`config.mk`:
```
export PLATFORM = sky130hd
export DESIGN_NAME = mwc_exp_table
export DESIGN_NICKNAME = d
export VERILOG_FILES = /design/src/rtl/mwc_exp_table.sv
export SDC_FILE = /design/constraint.sdc
export NUM_CORES = 1
export LEC_CHECK = 0
export CELL_PAD_IN_SITES_DETAIL_PLACEMENT = 0
export CELL_PAD_IN_SITES_GLOBAL_PLACEMENT = 1
export CORE_ASPECT_RATIO = 0.7
export CORE_MARGIN = 2
export CORE_UTILIZATION = 45
export DETAILED_ROUTE_END_ITERATION = 10
export PLACE_DENSITY_LB_ADDON = 0.1
export SYNTH_ARGS = -nofsm -noshare
export SYNTH_HDL_FRONTEND = slang
export SYNTH_SLANG_ARGS = --single-unit
```
`constraint.sdc`:
```
create_clock -name clk -period 4.4 [get_ports clk]
set_input_delay 0.66 -clock clk [delete_from_list [all_inputs] [get_ports clk]]
set_output_delay 0.66 -clock clk [all_outputs]
set_load 0.1 [all_outputs]
```
`src/rtl/mwc_exp_table.sv`:
```
// Ordered table of expected (address, data) writes: appended at the fill pointer, read by match index.
module mwc_exp_table #(
  parameter int WIDTH = 32,
  parameter int DEPTH = 4,
  localparam int MIW = $clog2(DEPTH) + 1
) (
  input  logic             clk,
  input  logic             reset,
  input  logic             i_wr_en,
  input  logic [WIDTH-1:0] i_wr_addr,
  input  logic [WIDTH-1:0] i_wr_data,
  input  logic [MIW-1:0]   i_rd_idx,
  output logic [MIW-1:0]   o_fill,
  output logic [WIDTH-1:0] o_rd_addr,
  output logic [WIDTH-1:0] o_rd_data
);
  localparam int IDX_W = (DEPTH > 1) ? $clog2(DEPTH) : 1;

  logic [WIDTH-1:0] r_addr [DEPTH];
  logic [WIDTH-1:0] r_data [DEPTH];
  logic [MIW-1:0]   r_fill;
  logic [IDX_W-1:0] w_wr_ptr;
  logic [IDX_W-1:0] w_rd_ptr;
  logic             w_rd_ok;

  assign w_wr_ptr = r_fill[IDX_W-1:0];
  assign w_rd_ptr = i_rd_idx[IDX_W-1:0];
  // Index reaches DEPTH only once the run has already passed; return zeros rather than alias.
  assign w_rd_ok  = (i_rd_idx < MIW'(DEPTH));

  always_ff @(posedge clk) begin
    if (reset) begin
      r_fill <= '0;
    end else if (i_wr_en) begin
      r_fill <= r_fill + MIW'(1);
    end
  end

  always_ff @(posedge clk) begin
    if (i_wr_en) begin
      r_addr[w_wr_ptr] <= i_wr_addr;
      r_data[w_wr_ptr] <= i_wr_data;
    end
  end

  assign o_fill    = r_fill;
  assign o_rd_addr = w_rd_ok ? r_addr[w_rd_ptr] : '0;
  assign o_rd_data = w_rd_ok ? r_data[w_rd_ptr] : '0;
endmodule

```
; Yosys cells after proc, flatten, opt, wreduce, memory -nomap -nowiden
; Memories as Yosys holds them, arrays and structs flattened.
; Index checks and enable logic that the tools add are counted.
[word_totals]
in_bits = 70
output_inout_bits = 67
mem_count = 2
mem_bits_rw = 256
reg_bits = 3
wordCells = 9
[op_classes]
n_mux = 4
n_addsub = 1
n_lt_le_gt_ge = 1
[mem_list]
columns = name, depth, word_bits, rd, rd_ports_with_merged_regs, wr, line_no
row1 = r_addr, 4, 32, 1, 0, 1, 19  ; logic [WIDTH-1:0] r_addr [DEPTH];
row2 = r_data, 4, 32, 1, 0, 1, 20  ; logic [WIDTH-1:0] r_data [DEPTH];
[op_table]
columns = cell, count
row1 = $mux 32, 2
row2 = $add 3x1->3 const B, 1
row3 = $lt 3x3->1 const B, 1
row4 = $mux 1, 2

; Depth between registers and ports, before layout
[logic_depth]
word_depth = 2
mapped_depth = 4

; Worst setup path after synthesis
; Ideal clock, no wire load.
[synth_timing]
kind = in2out
start = input i_rd_idx[0]
end = output o_rd_addr[12]
t_required_ps = 3740
path_stages = 4
path_slack_ps = 1093
t_arrival_ps = 2647
cell_sequence = or2_1 -> buf_2 -> buf_2 -> o22ai_1
[synth_between]
elab_chain_cells = 2
word_cells_on_any_way = 3
cone_classes = order compare (1) / mux (1) / memory (1)
[synth_rtl]
columns = element, line_no
row1 = "start, declared", 12  ; input logic [MIW-1:0] i_rd_idx,
row2 = $lt 3x3->1 / $mem_v2 4x32 (equally long branches), n/a
row3 = $mux 32 *, 47  ; assign o_rd_addr = w_rd_ok ? r_addr[w_rd_ptr] : '0;
row4 = "end, declared", 14  ; output logic [WIDTH-1:0] o_rd_addr,
; Mark *: on every way between the ends. The rest lies on a longest branch, timed or not.

; Worst setup path after layout
[layout_timing]
start = input i_rd_idx[0]
end = output o_rd_addr[14]
; Same word-level chain as after synthesis.

==> flow_summary.toml <==
[run_status]
status = "complete, no violations"

[synth]
synth-edff-count = 256
yosys.area_share.adder_pct = 0.5061
synth_simple_gate_area_share_pct = 0.5314
ys_seq_elements = 259
ys_seq_area_share_pct = 78.35
yosys.area.top_type_share_pct = 77.74
synth.area.top_cells = "edfxtp_1 78%, mux2i_1 13%, o22ai_1 4.0%, buf_12 1.6%, buf_8 0.76%"
syn-cell-area_sq_um = 9888
muxShareOfSynthArea_pct = 13.06
synth_top_family_by_area = "multiplexers"
synth_area_leader_cell = "edfxtp_1"
avgSynthCellArea_sq_um = 19.82
syn_inst = 499
synth-async-reset-ratio_pct = 0
synthDistinctLibCells = 20
synth_most_common_cell = "edfxtp_1"
synth_xor_area_share_pct = 0.08857
synth_compound_area_share_pct = 4.201
ys_warn_count = 0
synth_common_cells = "256 x edfxtp_1, 129 x mux2i_1, 64 x o22ai_1, 8 x buf_12"
synth-main-ff-cell = "edfxtp_1"
synth_nets = 573

[routing]
drt_wl_total_mm = 18.95
viasPerCell = 5.259
first_pass_iters = 4
via_count = 4949
drtAntennaViolNets = 0
drc_errors = 0
drtIter0Drc = 270
wire_per_inst_um = 20.14

[power]
ir_drop_mv = 0.2618
power_leakage_nw = 4.374
powerDensity_nw_per_um2 = 477.5

[floorplan]
num_io_pins = 137
start_util_pct = 45.73
fp-row-count = 45
core_sq_um = 21620
die-area_sq_um = 23190
die_y_um = 128.0
die_w_um = 181.2

[setup_path]
arrival_ns = 2.72
worst-setup-path-type = "in -> out"
crit_fanout = 38
worst-path-stages = 5
critPathCaptureType = "primary output"
crit_path_cell_trace = "clkdlybuf4s50_1, or2_2, buf_12, o22ai_1, buf_4"
worst-path-buf-inv = 3
path_delay_family = "buffers and inverters"
start_kind = "primary input"
slowest_stage = "or2_2"
reg2reg_depth = 2
required_ns = 3.74
max_stage_delay_ns = 0.67

[hold_path]
holdPathStages = 2
hold_path_class = "reg -> reg"

[timing]
tightest_slew_ns = 1.032
drv_slew = 0
grt_setup_unrepaired = "no"
skew_ns = 0.006870
period_minus_slack_ns = 3.379
fmax_mhz = 295.9
period_share_pct = 76.80
timing.setup.tns_ns = 0
maxSlewHeadroom_pct = 31.19
report.final.hold_viol_count = 0
finalSetupViolations = 0

[global_route]
grt_usage_pct = 16.35
grt_start_max_net_pins = 65
grt_remaining_overflow = 0
grt_pass1_wl_mm = 28.57
antenna_found_initial = 0
grt_pass1_vias = 5012

[cells_and_area]
area_growth_pct = 22.14
finalNetCount = 715
antenna_cells = 0
stdcell_count = 941
drive_above_1_share_pct = 18.36
fillers = 1692

[cts]
cts_resized = 0
clk_path_buf_depth = 3
cts.sinks = 259
post_cts_buffers = 0
cts_buffers = 25
hold_buffers = 0
h-tree-depth = 1
clkTransAtPathRegs_ns = 0.06
insertion_delay_ns = 0.50
cts_root_buf = "clkbuf_16"
tritoncts = "built"

[placement]
globalplace.congestion = 0.7033
portBuffers = 136
hpwl_mm = 10.46
dp_cells = 896

[run]
maxCapViolCount = 0
==> metal layers <==
layer / routed length [um] / global-route usage, % / up-vias
met4: 272 / 3.300 / 0
met5: 0 / 0 / -
met1: 8297 / 21.36 / 2496
met3: 1072 / 3.835 / 22
met2: 9306 / 28.35 / 121
li1: - / - / 2310
==> path summary, 6_finish.rpt <==
path,startpoint,end,slack [ns]
hold reg to reg,o_fill[2],o_fill[2],0.57
setup / recovery,i_rd_idx[0],o_rd_addr[14],1.02
setup reg to reg,o_fill[1],r_data[3][21],2.48
hold / removal,o_fill[2],o_fill[2],0.57
==> sequential cells by signal (all words and copies together), names as in the netlist <==
signal / cells
r_addr: 128
r_data: 128
o_fill: 3
==> logic make-up after synthesis <==
logic type / count (synthesis)
XOR/XNOR: 1
flip-flops: 259
AO/OA/AOI/OAI: 66
buffers and inverters: 31
adder cells (fa/ha/maj): 4
multiplexers: 129
AND/OR/NAND/NOR: 9
==> placed cells by master (no fill, tap or decap) <==
cell type	n
a21bo_2	1
a21oi_1	1
and2_4	4
buf_12	2
buf_4	70
buf_6	1
bufinv_16	4
clkbuf_1	1
clkbuf_16	25
clkbuf_8	3
clkdlybuf4s50_1	71
clkinv_1	3
clkinv_2	7
clkinvlp_4	2
dfxtp_1	3
edfxtp_1	256
ha_1	4
inv_1	2
mux2i_1	129
nand2b_2	1
nand3b_1	1
nor2_1	2
o22ai_1	64
or2_2	1
xnor2_1	1
==> stage by stage <==
stage	power [mW]	hold WS (ns)	util (%)	setup WS, ns	area, sq um
global placement	3.643	0.5274	51.92	1.113	11230
detailed placement	3.654	0.5708	51.92	1.034	11230
finish	5.767	0.5716	55.86	1.021	12080
CTS	5.833	0.5846	55.86	1.029	12080
floorplan	3.445	0.7291	-	1.093	9888
global route	5.972	0.6234	55.86	0.9484	12080
==> final cells by class <==
type                       instances  area, sq um  area share (%)
tap                              282        352.8           2.921
multi-input combinational        209         1831           15.16
clock buffer                      29        670.6           5.553
timing repair buffer             144         1287           10.66
inverter                           2        7.507         0.06216
sequential                       259         7747           64.15
clock inverter                    16        181.4           1.502
==> power by group <==
part / leakage, nW / total (mW) / internal [mW] / switching [mW]
clock network: 0.420 / 2.18 / 1.32 / 0.854
logic: 1.58 / 0.732 / 0.190 / 0.541
registers: 2.38 / 2.86 / 2.84 / 0.0242
==> worst register-to-register path: stages (launching register included) <==
cell and delay [ns]:
dfxtp_1 0.43, ha_1 0.23, and2_4 0.83
Note: power is estimated with default switching activity, not from simulation.
